`src/rtl/uart_frame_scheduler.sv`:
```
`timescale 1ns/1ps
// Frame FIFO between the n-byte receiver and the n-byte sender: buffers whole
// frames and hands them out one at a time over the send-enable/busy handshake.
module uart_frame_scheduler #(
  parameter int BYTE_NUM     = 4,
  parameter int DEPTH        = 4,
  parameter int BUSY_TIMEOUT = 1024,
  parameter int GAP_CYCLES   = 2,
  localparam int FW = 8 * BYTE_NUM,
  localparam int AW = $clog2(DEPTH),
  localparam int CW = AW + 1
) (
  input  logic          clk_i,
  input  logic          rst_i,
  input  logic          rx_valid_i,
  input  logic          rx_error_i,
  input  logic [FW-1:0] rx_data_i,
  input  logic          tx_busy_i,
  input  logic          clr_i,
  output logic          tx_send_en_o,
  output logic [FW-1:0] tx_data_o,
  output logic [CW-1:0] pending_o,
  output logic          overflow_o,
  output logic [7:0]    drop_cnt_o,
  output logic          timeout_o
);

  localparam int TW = $clog2(BUSY_TIMEOUT);
  localparam int GW = $clog2(GAP_CYCLES) + 1;
  localparam logic [TW-1:0] TIMER_LAST = TW'(BUSY_TIMEOUT - 1);
  localparam logic [GW-1:0] GAP_LAST   = GW'(GAP_CYCLES - 1);
  localparam logic [CW-1:0] FULL       = CW'(DEPTH);

  typedef enum logic [1:0] {IDLE, ISSUE, SENDING, GAP} state_t;

  state_t        state;
  logic [FW-1:0] mem [DEPTH];
  logic [AW-1:0] wr_ptr;
  logic [AW-1:0] rd_ptr;
  logic [CW-1:0] count;
  logic [TW-1:0] timer;
  logic [GW-1:0] gap_cnt;
  logic          push;
  logic          full_drop;
  logic          timeout_hit;
  logic          pop;
  logic [1:0]    drop_inc;
  logic [7:0]    drop_base;
  logic [8:0]    drop_sum;

  assign pending_o = count;

  // The in-flight frame stays in the FIFO until the sender finishes or gives up,
  // so a full FIFO rejects new frames even on the cycle the head leaves.
  always_comb begin
    push        = rx_valid_i & ~rx_error_i & (count != FULL);
    full_drop   = rx_valid_i & ~rx_error_i & (count == FULL);
    timeout_hit = (state == ISSUE) & ~tx_busy_i & (timer == TIMER_LAST);
    pop         = ((state == SENDING) & ~tx_busy_i) | timeout_hit;
    drop_inc    = 2'(full_drop) + 2'(rx_error_i) + 2'(timeout_hit);
    drop_base   = clr_i ? 8'd0 : drop_cnt_o;
    drop_sum    = {1'b0, drop_base} + {7'd0, drop_inc};
  end

  always_ff @(posedge clk_i) begin
    if (push) mem[wr_ptr] <= rx_data_i;
  end

  always_ff @(posedge clk_i) begin
    if (rst_i) begin
      state        <= IDLE;
      wr_ptr       <= '0;
      rd_ptr       <= '0;
      count        <= '0;
      timer        <= '0;
      gap_cnt      <= '0;
      tx_send_en_o <= 1'b0;
      tx_data_o    <= '0;
      overflow_o   <= 1'b0;
      drop_cnt_o   <= 8'd0;
      timeout_o    <= 1'b0;
    end else begin
      timeout_o  <= 1'b0;
      overflow_o <= (overflow_o & ~clr_i) | full_drop;
      drop_cnt_o <= drop_sum[8] ? 8'hFF : drop_sum[7:0];

      if (push) wr_ptr <= wr_ptr + AW'(1);
      if (pop)  rd_ptr <= rd_ptr + AW'(1);
      if (push && !pop)      count <= count + CW'(1);
      else if (!push && pop) count <= count - CW'(1);

      case (state)
        IDLE: begin
          if (count != '0) begin
            state        <= ISSUE;
            tx_data_o    <= mem[rd_ptr];
            tx_send_en_o <= 1'b1;
            timer        <= '0;
          end
        end
        ISSUE: begin
          if (tx_busy_i) begin
            state        <= SENDING;
            tx_send_en_o <= 1'b0;
          end else if (timer == TIMER_LAST) begin
            state        <= IDLE;
            tx_send_en_o <= 1'b0;
            timeout_o    <= 1'b1;
          end else begin
            timer <= timer + TW'(1);
          end
        end
        SENDING: begin
          if (!tx_busy_i) begin
            state   <= GAP;
            gap_cnt <= '0;
          end
        end
        GAP: begin
          if (gap_cnt == GAP_LAST) state <= IDLE;
          else gap_cnt <= gap_cnt + GW'(1);
        end
      endcase
    end
  end

endmodule

```
`config.mk`:
```
export PLATFORM = sky130hd
export DESIGN_NAME = uart_frame_scheduler
export DESIGN_NICKNAME = d
export VERILOG_FILES = /design/src/rtl/uart_frame_scheduler.sv
export SDC_FILE = /design/constraint.sdc
export NUM_CORES = 1
export LEC_CHECK = 0
export ABC_AREA = 1
export BUFFER_PORTS_ARGS = -buffer_cell sky130_fd_sc_hd__buf_2
export CAP_MARGIN = 40
export CORE_UTILIZATION = 52
export DETAILED_ROUTE_END_ITERATION = 16
export PLACE_DENSITY_LB_ADDON = 0.05
export REMOVE_ABC_BUFFERS = 1
export SLEW_MARGIN = 20
export SYNTH_ARGS = -nofsm -noshare
export SYNTH_HDL_FRONTEND = slang
export SYNTH_SLANG_ARGS = --single-unit
```
`constraint.sdc`:
```
create_clock -name clk_i -period 2.75 [get_ports clk_i]
set_input_delay 0.55 -clock clk_i [delete_from_list [all_inputs] [get_ports clk_i]]
set_output_delay 0.55 -clock clk_i [all_outputs]
set_load 0.005 [all_outputs]
```
=== Word level (Yosys, flattened, before mapping) ===
Memories as Yosys holds them, arrays and structs flattened. A register that Yosys moved wholly into a read port is not among the register bits.
Cells that the tools add are included.
W data, S select, Z words.

* Add/subtract/negate cells: 9
* Eq/ne operators: 14
* Mux-type cells: 24
* Bitwise operators: 13
* Reduce and logical (&&, ||, !) cells: 15

{| class="wikitable"
|+ Operators with widths
! kind !! number
|-
| $mux W10 || 3
|-
| $pmux W10 S2 || 1
|-
| $mux W8 || 2
|-
| $mux W2 || 7
|-
| $ne A2 B2 Y1 const B || 6
|-
| $add A10 B1 Y10 const B || 1
|-
| $eq A10 B10 Y1 const B || 1
|-
| $add A8 B2 Y9 || 1
|-
| $pmux W2 S4 || 1
|-
| $reduce_and A4 Y1 || 2
|-
| $and A1 B1 Y1 || 7
|-
| $add A2 B1 Y2 const B || 3
|-
| $mux W1 || 6
|-
| $mux W3 || 2
|-
| $reduce_and A3 Y1 || 2
|-
| $reduce_bool A2 Y1 || 3
|-
| $eq A2 B1 Y1 const B || 2
|-
| $eq A2 B2 Y1 const B || 2
|-
| $not A1 Y1 || 4
|-
| $pmux W2 S2 || 1
|-
| $add A3 B1 Y3 const B || 1
|-
| $eq A3 B3 Y1 const B || 1
|-
| $ne A3 B2 Y1 const B || 1
|-
| $ne A3 B3 Y1 const B || 1
|-
| 11 further kinds || 14
|}

* Flip-flop bits (word level): 32
* Bits in writable memories: 128
* Input bits: 38
* Output and inout port bits: 46
* Word-level logic and storage cells: 86
* Memories kept: 1

{| class="wikitable"
|+ Memory list
! memory !! depth !! bits a word !! rd ports !! clocked after Yosys merged registers in !! write ports !! line !! source
|-
| mem || 4 || 32 || 1 || 1 || 1 || 37 || <nowiki>logic [FW-1:0] mem [DEPTH];</nowiki>
|}

=== Depth between registers and ports, before layout ===
* Depth in word-level cells: 7
* Depth in mapped cells: 15
* Depth with buffers taken out: 15

=== Worst setup path before layout ===
OpenSTA, ideal clock, no wires.

* Path kind: input to register
* Start point: input rx_valid_i
* End point: memory mem[0][0] (netlist name) (enable)
* Library setup time: 0.421 ns
* Data arrival time: 2.224 ns
* Setup slack: 0.105 ns
* Stages on the path: 4
* Buffers on the path: 0
* Cell sequence: inv_1 nor2_1 nand2_1 nor2_1

* Longest elaborated chain between the ends: 4

{| class="wikitable"
|+ RTL lines
! item !! line !! source
|-
| start, declared || 15 || <nowiki>input logic rx_valid_i,</nowiki>
|-
| $and A1 B1 Y1 (2 in a row) || 56 || <nowiki>push = rx_valid_i & ~rx_error_i & (count != FULL);</nowiki>
|-
| $mux W1 || 66 || <nowiki>if (push) mem[wr_ptr] <= rx_data_i;</nowiki>
|-
| $mux W1 (implied by the code) || 66 ||
|-
| end, declared || 37 ||
|}

No other way between the ends.

=== Worst setup path in the final report ===
* Start point: register count[0] (netlist: pending_o[0])
* End point: register drop_cnt_o[3]

* Longest elaborated chain between the ends: 6

{| class="wikitable"
|+ RTL lines
! item !! line !! source
|-
| start, declared || 40 || <nowiki>logic [CW-1:0] count;</nowiki>
|-
| start signal, assigned || 89 || <nowiki>if (push && !pop) count <= count + CW'(1);</nowiki>
|-
| start signal, assigned || 90 || <nowiki>else if (!push && pop) count <= count - CW'(1);</nowiki>
|-
| $eq A3 B3 Y1 || 57 || <nowiki>full_drop = rx_valid_i & ~rx_error_i & (count == FULL);</nowiki>
|-
| $and A1 B1 Y1 || 57 ||
|-
| $add A1 B1 Y2 || 60 || <nowiki>drop_inc = 2'(full_drop) + 2'(rx_error_i) + 2'(timeout_hit);</nowiki>
|-
| $add A2 B1 Y2 || 60 ||
|-
| $add A8 B2 Y9 || 62 || <nowiki>drop_sum = {1'b0, drop_base} + {7'd0, drop_inc};</nowiki>
|-
| $mux W8 || 85 || <nowiki>drop_cnt_o <= drop_sum[8] ? 8'hFF : drop_sum[7:0];</nowiki>
|-
| end signal, assigned || 85 ||
|-
| end, declared || 24 || <nowiki>output logic [7:0] drop_cnt_o,</nowiki>
|}

No other way between the ends.
A chain may end at the register's enable or synchronous reset.

==> results.txt <==
MaxCap Viol Count - 0
DR WL/cell - 15.6 um
DRT antenna net count - 0
RSZ-0062 raised after global routing - false
Clock Latency Late Sink - 0.43 ns
Final Hold Fails - 0
minimum clock period - 2.53 ns
register-to-register setup slack - 0.22 ns
most frequent cells in the layout - nor2_1 (162), edfxtp_1 (128), buf_2 (83)
Reg clk slew, reported paths - 0.07 ns
Initial Util - 54.2%
Setup TNS Final - 0 ns
Sequential cell area - 0.00513 mm2
Vias per Instance - 5.32
pin count of the biggest net entering global routing - 67
Synth Instances - 702
total die area - 0.0152 mm2
area of the multi-input gates - 0.00221 mm2
power density cells - 762 mW/mm2
CP Data Required Time - 3.12 ns
Core Region - 0.0141 mm2
slowest stage delay, CP - 0.46 ns
clk buf depth - 2
# DRC - 0
Setup violations, final - 0
Crit. End Element - register
Slew headroom - 50.1%
H-Tree Depth - 4
area post-placement - 0.00831 mm2
Clock Skew - 0.00695 ns
Startpoint Class - register
top cells by area, synth - edfxtp_1 (50%), dfxtp_1 (17%), nor2_1 (8.2%), o21ai_0 (5.0%), a31oi_1 (2.6%)
Core Rows - 43
Layout Nets - 834
sequential fraction of design power - 51.6%
Tcrit/Tclk final - 91.8%
cell area after synthesis - 0.00764 mm2
critical path peak fanout - 7
power share of the clock group - 33.0%
Hold Crit Class - input port to register
syn avg cell area - 10.9 um2
WS Path Type - register to register
DIE WIDTH - 123 um
Net Sw Frac - 27.3%
fraction of layout cells with a size suffix above 1 - 19.4%
total grt overflow - 0
Gate power share - 15.5%
Sink Count - 192
total of warnings raised by yosys - 0
num ports - 84
CP Cell Sequence - nor3_2 -> nand2_1 -> fa_1 -> inv_1 -> ha_1 -> fa_1 -> inv_1 -> nor3_4 -> nand2_2 -> nor3_4 -> nor2_1 -> nor2_1
Psw - 1.84 mW
vias in the first global route - 4835
hold depth - 1
Vias - 5206
drt initial violations - 280
fillers - 1127
P_leak - 3.38 nW
Total GRT Usage - 21.4%
final wirelength - 15300 um
clock buffer count from CTS - 17
WHS Endpoint - mem[1][26]
crit path DAT - 2.89 ns
Slew Viols, Final - 0
DR pass1 iterations - 4
R2R Path Start - pending_o[0]
area leader, netlist - edfxtp_1
Final GP Congestion - 0.816
Seq cells post-synth - 192
first-pass GRT wire length - 24100 um
Worst R2R End - drop_cnt_o[3]
slowest cell on the critical path - fa_1
initial antenna violation count - 2
maximum vdd drop - 0.457 mV
CTS tree - built
hold_sp - rx_data_i[26]
worst r2r path cells - 12
library cells used by synthesis - 32
root buf cell - clkbuf_16
post-route design area - 0.00885 mm2
P&R area growth vs syn - 15.8%
Internal Power - 4.90 mW
Worst Tran Pin Value - 0.749 ns
most common cell after layout, fill and taps aside - nor2_1
Die Height - 123 um
Synth top area share - 50.3%
Hold WS - 0.325 ns
Fmax achieved - 396 MHz
sequential area share after synthesis - 67.0%
HPWL Detailed - 9160 um
port bufs - 83
outcome - complete, no violations
per-layer routing:
layer / share of wire [%] / vias to the layer above / track usage (%)
li1: - / 2603 / -
met1: 44 / 2469 / 26.6
met2: 50 / 111 / 36.4
met3: 4.9 / 21 / 4.75
met4: 1.6 / 2 / 8.58
met5: 0.085 / - / 0
power by group through the flow:
| stage | Clock, mW | Combinational [mW] | Sequential (mW) |
|---|---|---|---|
| detailed placement | 0 | 1.05 | 3.54 |
| global route | 2.36 | 1.19 | 3.50 |
| floorplan | 0 | 0.543 | 3.55 |
| finish | 2.22 | 1.04 | 3.48 |
| global placement | 0 | 1.03 | 3.53 |
| CTS | 2.26 | 1.06 | 3.48 |
area by class of cell:
type	instances	share of cell area (%)
antenna	2	0.0566
tap	180	2.54
sequential	192	57.9
timing repair buffer	98	6.67
inverter	43	1.82
clock inverter	12	0.990
multi-input combinational	432	24.9
clock buffer	20	5.05
logic make-up (layout without fill, tap and decap cells):
| kind of cell | Yosys count | count (layout) | share of synthesized area [%] |
|---|---|---|---|
| AND/OR/NAND/NOR | 247 | 247 | 13.9 |
| flip-flops | 192 | 192 | 67.0 |
| AO/OA/AOI/OAI | 168 | 168 | 11.6 |
| buffers and inverters | 78 | 173 | 4.55 |
| adder cells (fa/ha/maj) | 12 | 12 | 2.26 |
| XOR/XNOR | 5 | 5 | 0.573 |
| other | 0 | 2 | 0 |
Yosys cell counts (all sizes together):
master and instances:
ha 9, nand4 6, nor2 169, o21bai 1, o21a 1, clkbuf 12
a21o 1, a21oi 24, xnor2 1, edfxtp 128, fa 3, nand2 51
inv 43, buf 23, a31oi 32, xor2 4, dfxtp 64, o21ai 109
nand3 12, nand3b 2, nor3 7
metrics by stage:
step	cells	worst slack, ns	util [%]	total power, mW
after floorplan	667	0.105	-	4.09
after global placement	945	0.0888	58.9	4.56
after detailed placement	945	0.0173	58.9	4.59
after CTS	977	0.149	62.7	6.80
after global routing	978	0.0160	62.8	7.05
final	979	0.224	62.8	6.74
worst max path at each step:
stage,to,from
6_report,drop_cnt_o[3],pending_o[0]
5_1_grt,drop_cnt_o[1],pending_o[0]
4_1_cts,drop_cnt_o[5],pending_o[0]
3_5_place_dp,drop_cnt_o[5],rx_error_i
3_3_place_gp,drop_cnt_o[7],rx_error_i
2_1_floorplan,mem[0][0],rx_valid_i
critical path: cells and delay by family (launching register included):
kind | cells | cell delay (ns)
flops | 1 | 0.37
buf+inv | 2 | 0.15
fa+ha+maj | 3 | 0.83
simple gates | 7 | 1.12
registers in the layout, summed over array words and instances (netlist names), named ones only:
signal and count:
pending_o 3, state 1, timer 10, tx_send_en_o 1, overflow_o 1, drop_cnt_o 8
gap_cnt 2, tx_data_o 32, rd_ptr 2, wr_ptr 2, timeout_o 1, mem 128
timing repair:
action	4_1_cts	5_1_grt
buffers inserted	0	0
endpoints found under the setup margin	0	1
hold buffers	0	0
resized for setup	0	1
Note: power is estimated with default switching activity, not from simulation.
